**src/rtl/mem_port_arbiter.sv**
```systemverilog
// mem_port_arbiter
// Shares one memory_interface TX channel between NUM_CH requesters and routes
// each RX response back to the channel that issued the matching read.
// A small in-order FIFO remembers {reply_wanted, channel} for every tracked
// command until its rx_done arrives.
module mem_port_arbiter #(
  parameter int NUM_CH       = 2,
  parameter int IO_BITS      = 2,
  parameter int CMD_BITS     = 4,
  parameter int TRACK_CMD    = 10,
  parameter int MAX_OUTSTAND = 3,
  parameter int ARB_MODE     = 0,
  parameter int DEFAULT_CH   = 0
) (
  input  logic                                clk,
  input  logic                                reset,
  input  logic [NUM_CH-1:0]                   req_valid,
  input  logic [NUM_CH*CMD_BITS-1:0]          req_cmd,
  input  logic [NUM_CH*IO_BITS-1:0]           req_data,
  input  logic [NUM_CH-1:0]                   req_reply_wanted,
  input  logic [NUM_CH-1:0]                   req_reserve,
  output logic [NUM_CH-1:0]                   grant,
  output logic                                tx_command_valid,
  output logic [CMD_BITS-1:0]                 tx_command,
  output logic [IO_BITS-1:0]                  tx_data,
  input  logic                                tx_command_started,
  input  logic                                tx_active,
  input  logic                                tx_data_next,
  input  logic                                tx_done,
  input  logic                                rx_started,
  input  logic                                rx_active,
  input  logic                                rx_sbs_valid,
  input  logic                                rx_data_valid,
  input  logic                                rx_done,
  output logic [NUM_CH-1:0]                   ch_tx_started,
  output logic [NUM_CH-1:0]                   ch_tx_active,
  output logic [NUM_CH-1:0]                   ch_tx_data_next,
  output logic [NUM_CH-1:0]                   ch_tx_done,
  output logic [NUM_CH-1:0]                   ch_rx_started,
  output logic [NUM_CH-1:0]                   ch_rx_active,
  output logic [NUM_CH-1:0]                   ch_rx_sbs_valid,
  output logic [NUM_CH-1:0]                   ch_rx_data_valid,
  output logic [NUM_CH-1:0]                   ch_rx_done,
  output logic [$clog2(MAX_OUTSTAND+1)-1:0]   outstanding,
  output logic                                rx_orphan
);

  localparam int IDX_W = $clog2(NUM_CH);
  localparam int OUT_W = $clog2(MAX_OUTSTAND + 1);
  localparam int PTR_W = (MAX_OUTSTAND > 1) ? $clog2(MAX_OUTSTAND) : 1;

  localparam logic [IDX_W-1:0]    DEF_IDX    = IDX_W'(DEFAULT_CH);
  localparam logic [IDX_W-1:0]    LAST_IDX   = IDX_W'(NUM_CH - 1);
  localparam logic [PTR_W-1:0]    LAST_PTR   = PTR_W'(MAX_OUTSTAND - 1);
  localparam logic [OUT_W-1:0]    FULL_CNT   = OUT_W'(MAX_OUTSTAND);
  localparam logic [CMD_BITS-1:0] TRACK_CODE = CMD_BITS'(TRACK_CMD);

  // Per-channel views of the flattened request buses
  logic [CMD_BITS-1:0] cmd_arr  [NUM_CH];
  logic [IO_BITS-1:0]  data_arr [NUM_CH];

  // Arbitration state and combinational winner
  logic [IDX_W-1:0] cur_idx_reg;
  logic [IDX_W-1:0] rr_ptr_reg;
  logic [IDX_W-1:0] rr_ptr_next;
  logic [IDX_W-1:0] win_idx;
  logic [IDX_W-1:0] cand_idx;
  logic             found;
  logic [IDX_W-1:0] grant_idx;

  // Outstanding-response FIFO
  logic [IDX_W-1:0] fifo_ch_reg [MAX_OUTSTAND];
  logic             fifo_rw_reg [MAX_OUTSTAND];
  logic [PTR_W-1:0] head_reg;
  logic [PTR_W-1:0] tail_reg;
  logic [OUT_W-1:0] count_reg;

  logic             is_track;
  logic             full;
  logic             empty;
  logic             push_en;
  logic             pop_en;
  logic [IDX_W-1:0] head_ch;
  logic             head_rw;
  logic             route_en;

  function automatic logic [PTR_W-1:0] ptr_inc(input logic [PTR_W-1:0] p);
    return (p == LAST_PTR) ? '0 : p + 1'b1;
  endfunction

  // Winner selection: a reserving owner keeps the channel, otherwise scan
  // requesters from index 0 (fixed priority) or from rr_ptr (round-robin).
  always_comb begin
    win_idx  = DEF_IDX;
    found    = 1'b0;
    cand_idx = '0;
    if (req_reserve[cur_idx_reg]) begin
      win_idx = cur_idx_reg;
      found   = 1'b1;
    end
    for (int k = 0; k < NUM_CH; k++) begin
      if (ARB_MODE == 1) begin
        cand_idx = IDX_W'((int'(rr_ptr_reg) + k) % NUM_CH);
      end else begin
        cand_idx = IDX_W'(k);
      end
      if (!found && req_valid[cand_idx]) begin
        win_idx = cand_idx;
        found   = 1'b1;
      end
    end
  end

  // The grant is frozen on the current owner for the whole transfer
  assign grant_idx   = tx_active ? cur_idx_reg : win_idx;
  assign rr_ptr_next = (grant_idx == LAST_IDX) ? '0 : grant_idx + 1'b1;

  assign tx_command = cmd_arr[grant_idx];
  assign tx_data    = data_arr[grant_idx];
  assign is_track   = (tx_command == TRACK_CODE);

  assign full  = (count_reg == FULL_CNT);
  assign empty = (count_reg == '0);

  // A tracked command is held back while no FIFO slot is free; writes still flow
  assign tx_command_valid = req_valid[grant_idx] && !(full && is_track);

  assign pop_en  = rx_done && !empty;
  assign push_en = tx_command_started && is_track && (!full || pop_en);

  assign head_ch  = fifo_ch_reg[head_reg];
  assign head_rw  = fifo_rw_reg[head_reg];
  assign route_en = !reset && !empty && head_rw;

  assign outstanding = count_reg;
  assign rx_orphan   = !reset && rx_started && empty;

  for (genvar gi = 0; gi < NUM_CH; gi++) begin : g_ch
    logic tx_sel;
    logic rx_sel;

    assign cmd_arr[gi]  = req_cmd[gi*CMD_BITS +: CMD_BITS];
    assign data_arr[gi] = req_data[gi*IO_BITS +: IO_BITS];

    assign grant[gi] = (grant_idx == IDX_W'(gi));
    assign tx_sel    = !reset && grant[gi];
    assign rx_sel    = route_en && (head_ch == IDX_W'(gi));

    assign ch_tx_started[gi]    = tx_sel && tx_command_started;
    assign ch_tx_active[gi]     = tx_sel && tx_active;
    assign ch_tx_data_next[gi]  = tx_sel && tx_data_next;
    assign ch_tx_done[gi]       = tx_sel && tx_done;

    assign ch_rx_started[gi]    = rx_sel && rx_started;
    assign ch_rx_active[gi]     = rx_sel && rx_active;
    assign ch_rx_sbs_valid[gi]  = rx_sel && rx_sbs_valid;
    assign ch_rx_data_valid[gi] = rx_sel && rx_data_valid;
    assign ch_rx_done[gi]       = rx_sel && rx_done;
  end

  // Owner tracking and round-robin pointer advance on each command start
  always_ff @(posedge clk) begin
    if (reset) begin
      cur_idx_reg <= DEF_IDX;
      rr_ptr_reg  <= '0;
    end else begin
      if (!tx_active) begin
        cur_idx_reg <= win_idx;
      end
      if ((ARB_MODE == 1) && tx_command_started) begin
        rr_ptr_reg <= rr_ptr_next;
      end
    end
  end

  // FIFO pointers and occupancy; simultaneous push and pop leave count unchanged
  always_ff @(posedge clk) begin
    if (reset) begin
      head_reg  <= '0;
      tail_reg  <= '0;
      count_reg <= '0;
    end else begin
      if (push_en) begin
        tail_reg <= ptr_inc(tail_reg);
      end
      if (pop_en) begin
        head_reg <= ptr_inc(head_reg);
      end
      case ({push_en, pop_en})
        2'b10:   count_reg <= count_reg + 1'b1;
        2'b01:   count_reg <= count_reg - 1'b1;
        default: count_reg <= count_reg;
      endcase
    end
  end

  // FIFO storage; contents are only meaningful below count_reg so no reset
  always_ff @(posedge clk) begin
    if (push_en) begin
      fifo_ch_reg[tail_reg] <= grant_idx;
      fifo_rw_reg[tail_reg] <= req_reply_wanted[grant_idx];
    end
  end

endmodule

```
**config.mk**
```make
export PLATFORM = sky130hd
export DESIGN_NAME = mem_port_arbiter
export DESIGN_NICKNAME = d
export VERILOG_FILES = /design/src/rtl/mem_port_arbiter.sv
export SDC_FILE = /design/constraint.sdc
export NUM_CORES = 1
export LEC_CHECK = 0
export ABC_AREA = 1
export CAP_MARGIN = 10
export CORE_MARGIN = 5
export CORE_UTILIZATION = 33
export DETAILED_ROUTE_END_ITERATION = 12
export PLACE_DENSITY = 0.75
export SKIP_CTS_REPAIR_TIMING = 1
export SYNTH_ARGS = -nofsm -noshare
export SYNTH_HDL_FRONTEND = slang
export SYNTH_SLANG_ARGS = --single-unit
```
**constraint.sdc**
```tcl
create_clock -name clk -period 1.7 [get_ports clk]
set_input_delay 0.34 -clock clk [delete_from_list [all_inputs] [get_ports clk]]
set_output_delay 0.34 -clock clk [all_outputs]
set_load 0.02 [all_outputs]
```
==> results of run 1 <==
[worst min-delay path by stage]
stage | start | to | slack (ns) | cells after the start
2_1_floorplan | reset | cur_idx_reg$_SDFF_PP0_ | 0.41 | 1
3_3_place_gp | tail_reg[0]$_SDFFE_PP0P_ | tail_reg[0]$_SDFFE_PP0P_ | 0.46 | 2
3_5_place_dp | tail_reg[0]$_SDFFE_PP0P_ | tail_reg[0]$_SDFFE_PP0P_ | 0.48 | 2
4_1_cts | tail_reg[0]$_SDFFE_PP0P_ | tail_reg[0]$_SDFFE_PP0P_ | 0.50 | 2
5_1_grt | reset | tail_reg[0]$_SDFFE_PP0P_ | 0.49 | 3
6_report | reset | tail_reg[0]$_SDFFE_PP0P_ | 0.49 | 3
[area by class of cell]
type / count / area share, %
Timing Repair Buffer: 80 / 38.03
Multi-Input combinational cell: 94 / 35.96
Sequential cell: 15 / 17.30
Inverter: 29 / 5.450
Tap cell: 31 / 1.836
Clock buffer: 3 / 1.066
Clock inverter: 1 / 0.3554
[worst reg2reg max path: stages, from the launching register on]
cell      delay (ns)
dfxtp_2         0.34
inv_2           0.06
o21ai_2         0.06
nand2_4         0.10
buf_6           0.12
nand3b_1        0.10
nand2_2         0.12
nand2_4         0.07
nor2_8          0.11
buf_4           0.15
nand3_4         0.11
nor3_4          0.22
[placed cells by master (no fill, tap or decap), types with 2 or more instances in the layout]
master / count
dfxtp_2: 4
buf_4: 18
nor2_4: 19
nand2_1: 16
nand2_4: 9
o21ai_0: 4
clkdlybuf4s50_1: 22
nand3b_1: 2
o211ai_1: 2
clkbuf_4: 3
dlymetal6s2s_1: 8
inv_2: 7
clkbuf_2: 2
buf_6: 30
inv_1: 20
nand2_2: 10
edfxtp_1: 6
a21oi_1: 5
dfxtp_1: 5
o21ai_2: 2
nor2_1: 8
nand2_8: 2
nand4_1: 2
clkinvlp_4: 2
[metal layers]
metal  vias up  routed length [um]
li1        602                   -
met1       549                1261
met2        66                1907
met3         9                 322
met4         0                  99
met5         -                   0
[logic make-up (layout without fill, tap and decap cells)]
family / count (synthesis) / count (layout) / synth area share, %
buf+inv: 31 / 113 / 12.94
compound gates: 17 / 17 / 10.79
flops: 15 / 15 / 36.55
simple gates: 77 / 77 / 39.72
[where the power goes]
part	switching (mW)	internal (mW)	leakage, nW
logic	0.188	0.180	0.871
registers	0.00278	0.379	0.130
clock network	0.118	0.0897	0.0139
==> reports/qor.yml, run 1 <==
hpwl_mm: 2.665
numPortBuffers: 58
synth_seq_cells: 15
clockBufferDepth: 2
yosys.cell_count.top_type: "inv_1"
die_area_mm2: 0.004181
min_period_ns: 2.029
fin_ws_ns: -0.3291
yosysSeqAreaShare_pct: 36.55
stdcell_area_mm2: 0.002112
gp_congestion: 0.8170
dpl_cell_area_mm2: 0.001789
tightest_slew_ns: 0.2770
dp_cells: 246
start_util_pct: 35.15
grt_max_degree: 11
antenna_left: 0
die_h_um: 64.66
multi_input_area_um2: 759.5
cts_root_buf: "clkbuf_4"
worstPathArrival_ns: 1.69
fmax_mhz: 492.8
drc_errors: 0
hold_path.class: "in -> reg"
crit_fanout: 4
p_leak_nw: 1.015
htree_levels: 1
finalSetupViolCount: 31
clock-sinks: 15
clock_skew_ns: 0.004647
core_area_mm2: 0.002805
cp-endpoint: "tx_command_valid"
finalSetupTns_ns: -4.869
crit_type: "reg -> out"
regArea_um2: 365.4
finalNonFillerCells: 253
fin_total_pwr_uw: 956.9
drv_slew: 0
synth_area_leaders: "dfxtp_1, edfxtp_1, inv_1"
busiest_layer: "met2"
path_cells: "inv_2 > o21ai_2 > nand2_4 > buf_6 > nand3b_1 > nand2_2 > nand2_4 > nor2_8 > nand2_2 > o211ai_1 > inv_2 > buf_6"
postSynthAreaPerCell_um2: 7.042
finalCritPeriodShare_pct: 119.4
ir_drop_v: 0.0002893
rsz0062_at_grt: "true"
fin_nets: 252
syn_area_um2: 985.9
cp-start-kind: "flop"
grt_pass1_wl_mm: 4.919
pre_cts_ws_ns: -1.053
critical_path_buf_inv_count: 4
synth_edf_count: 6
cp-end-kind: "primary output"
cp_top_family: "simple AND/OR/NAND/NOR gates"
outcome: "complete, but fails checks"
power_density_mw_per_mm2: 453.1
yosysWarningCount: 0
die_w_um: 64.66
ys.flop_type: "dfxtp_1"
crit_start: "cur_idx_reg$_SDFF_PP0_"
async_reset_ff_share_pct: 0
cp_num_cells: 12
synth_cell_types: 24
gr-usage-met3_pct: 2.936
yosys.area.top_type: "dfxtp_1"
drtIter0Drc: 38
grt_pass1_vias: 1188
slew_headroom_pct: 81.53
violations: "negative setup slack"
num_rows: 19
whs_ns: 0.4850
overflow: 0
worstPathRequired_ns: 1.36
syn_nets: 169
drive_above_1_share_pct: 52.70
grtUsageTotal_pct: 14.90
synth_commonest_cells: "inv_1, nor2_1, nand2_1, dfxtp_1"
maxCapViolations: 0
drt-total-wl_mm: 3.591
clk_pin_slew_ns: 0.09
fin_util_pct: 75.29
antenna_found_initial: 0
grt.met1_usage_pct: 16.10
worstReg2RegEnd: "fifo_rw_reg[1]$_DFFE_PP_"
area_growth_pct: 114.2
r2r_setup_slack_ns: -0.15
cpMaxStageDelayCell: "dfxtp_2"
syn-instance-count: 140
met2_usage_pct: 28.09
wire_per_inst_um: 14.19
diodes: 0
r2r-start: "cur_idx_reg$_SDFF_PP0_"
cts_tree: "done"
fill_cells: 202
io_pins: 59
vias_per_cell: 4.846
firstDrtPassIters: 4
hold_viol: 0
synth_top_cell_area_share_pct: 18.27
cts_buffers: 3
ff2ff_path_depth: 11
insertion_delay_ns: 0.29
vias: 1226
slowest_delay_ns: 0.34
No activity file was read; power rests on OpenSTA's default activity.
==> run 2: changes to the inputs <==
Settings changed: CORE_UTILIZATION 33 to 41, CTS_BUF_LIST from default to sky130_fd_sc_hd__clkbuf_8, PLACE_DENSITY 0.75 to 0.87.
Clock period 1.7 ns to 2.45 ns, I/O delays scaled along.
==> run 2 against run 1 <==
Net effect: the flow now finishes without violations; critical path depth is 4 lower; sequential share of layout area is 3.0 points higher; first-iteration DRC count is 29% lower; setup slack better by 0.39 ns; largest power group unchanged; final cell count is 3.6% lower; global-route usage is 3.5 points higher; die area is 17% lower; flip-flop and latch count stayed put; utilization is 3.6 points higher; highest routed layer unchanged.
==> reports/qor.yml, run 2 (same netlist as run 1, synthesis figures left out) <==
outcome: "finished clean"
mostFrequentLayoutCell: "clkdlybuf4s50_1"
clk_pin_slew_ns: 0.06  # -0.03 ns
finalSetupTns_ns: 0  # +4.869 ns
htree_levels: 1  # unchanged
hpwl_mm: 2.414  # -9.4%
start_util_pct: 43.73  # +8.6 points
hold_viol: 0  # unchanged
multi_input_area_um2: 529.3  # -30%
p_leak_nw: 1.026  # +1.2%
vias: 1168  # -4.7%
diodes: 0  # unchanged
antenna_left: 0  # unchanged
worstPathArrival_ns: 1.90  # +0.21 ns
insertion_delay_ns: 0.25  # -0.04 ns
min_period_ns: 2.392
cp_top_family: "buffers and inverters"
hold_path.class: "reg -> reg"
num_rows: 17  # -2
maxCapViolations: 0  # unchanged
ir_drop_v: 0.0003324  # +15%
drc_errors: 0  # unchanged
critical_path_buf_inv_count: 4  # unchanged
numPortBuffers: 58  # unchanged
drtIter0Drc: 27  # -29%
io_pins: 59  # unchanged
cpMaxStageDelayCell: "clkdlybuf4s50_1"
die_h_um: 59.04  # -8.7%
layout_common_cells: "clkdlybuf4s50_1, inv_1, nor2_1, nand2_1, dlymetal6s2s_1"
vias_per_cell: 4.787  # -1.2%
dpl_cell_area_mm2: 0.001688  # -5.7%
grt_pass1_wl_mm: 4.843  # -1.5%
die_area_mm2: 0.003486  # -17%
overflow: 0  # unchanged
regArea_um2: 360.3  # -1.4%
grt_max_degree: 11  # unchanged
fin_util_pct: 78.91  # +3.6 points
crit_type: "in -> out"
grtUsageTotal_pct: 18.39  # +3.5 points
gp_congestion: 0.8064  # -1.3%
slowest_delay_ns: 0.61  # +0.27 ns
finalCritPeriodShare_pct: 97.63
fill_cells: 141  # -30%
wire_per_inst_um: 13.20  # -7.0%
crit_fanout: 4  # unchanged
path_cells: "dlymetal6s2s_1 > o21ai_2 > nand2_2 > buf_6 > nand3b_1 > nand2_2 > inv_1 > clkdlybuf4s50_1"
slew_headroom_pct: 81.28  # -0.26 points
clock_skew_ns: 0.003001  # -0.001646 ns
grt_pass1_vias: 1155  # -2.8%
whs_ns: 0.4982  # +0.01311 ns
fin_nets: 246  # -2.4%
cpMostUsedCell: "nand2_2"
antenna_found_initial: 0  # unchanged
area_growth_pct: 80.46
die_w_um: 59.04  # -8.7%
finalSetupViolCount: 0  # -100%
power_density_mw_per_mm2: 381.6  # -16%
core_area_mm2: 0.002255  # -20%
firstDrtPassIters: 4  # unchanged
cp-start-kind: "input pin"
drv_slew: 0  # unchanged
cts_buffers: 3  # unchanged
cts_tree: "done"
fmax_mhz: 418.1
drive_above_1_share_pct: 26.39  # -26 points
clockBufferDepth: 2  # unchanged
worstPathRequired_ns: 1.96  # +0.60 ns
tightest_slew_ns: 0.2803  # +0.003333 ns
clock-sinks: 15  # unchanged
cp-end-kind: "primary output"
stdcell_area_mm2: 0.001779  # -16%
cts_root_buf: "clkbuf_8"
drt-total-wl_mm: 3.221  # -10%
run 2: changes by cell type in the layout (fill, tap and decap cells not counted), sizes merged:
cell and delta:
buf -29, dlymetal6s2s +9, clkbuf +8, clkdlybuf4s50 +6
clkinvlp -1, inv +1
run 2: report_power, final:
part / internal [mW] / switching, mW / leakage (nW) / total (mW)
clock: 0.115 / 0.0928 / 0.0217 / 0.207
sequential: 0.263 / 0.00159 / 0.128 / 0.264
combinational: 0.105 / 0.102 / 0.877 / 0.207
total: 0.482 / 0.197 / 1.03 / 0.679
run 2: worst min-delay path, stage by stage (launching register included):
cell	delay [ns]
dfxtp_1	0.32
nand2_1	0.07
a21oi_1	0.06
run 2: layout make-up:
type	count	share of cell area (%)
Clock buffer	3	2.321
Clock inverter	1	0.4219
Inverter	29	6.118
Multi-Input combinational cell	94	29.75
Sequential cell	15	20.25
Tap cell	28	1.969
Timing Repair Buffer	74	39.17
run 2: worst paths after layout:
kind	endpoint	start	slack, ns	depth (start not counted)
hold reg to reg	tail_reg[0]$_SDFFE_PP0P_	tail_reg[0]$_SDFFE_PP0P_	0.50	2
setup reg to reg	fifo_ch_reg[2]$_DFFE_PP_	cur_idx_reg$_SDFF_PP0_	0.63	11
setup / recovery	tx_command[2]	tx_active	0.06	8
hold / removal	tail_reg[0]$_SDFFE_PP0P_	tail_reg[0]$_SDFFE_PP0P_	0.50	2
run 2: metal layers:
metal	track usage, %	share of wire (%)
met1	19.52	37
met2	30.28	47
met3	8.715	12
met4	9.385	4.5
met5	0	0
run 2: through the flow:
step           power, mW  worst slack [ns]  std cells
2_1_floorplan     0.3575            0.3487        140
3_3_place_gp      0.4655           -0.4600        238
3_5_place_dp      0.4687           -0.5185        238
4_1_cts           0.6762           -0.5180        242
5_1_grt           0.7118          -0.04118        244
6_report          0.6789           0.05812        244
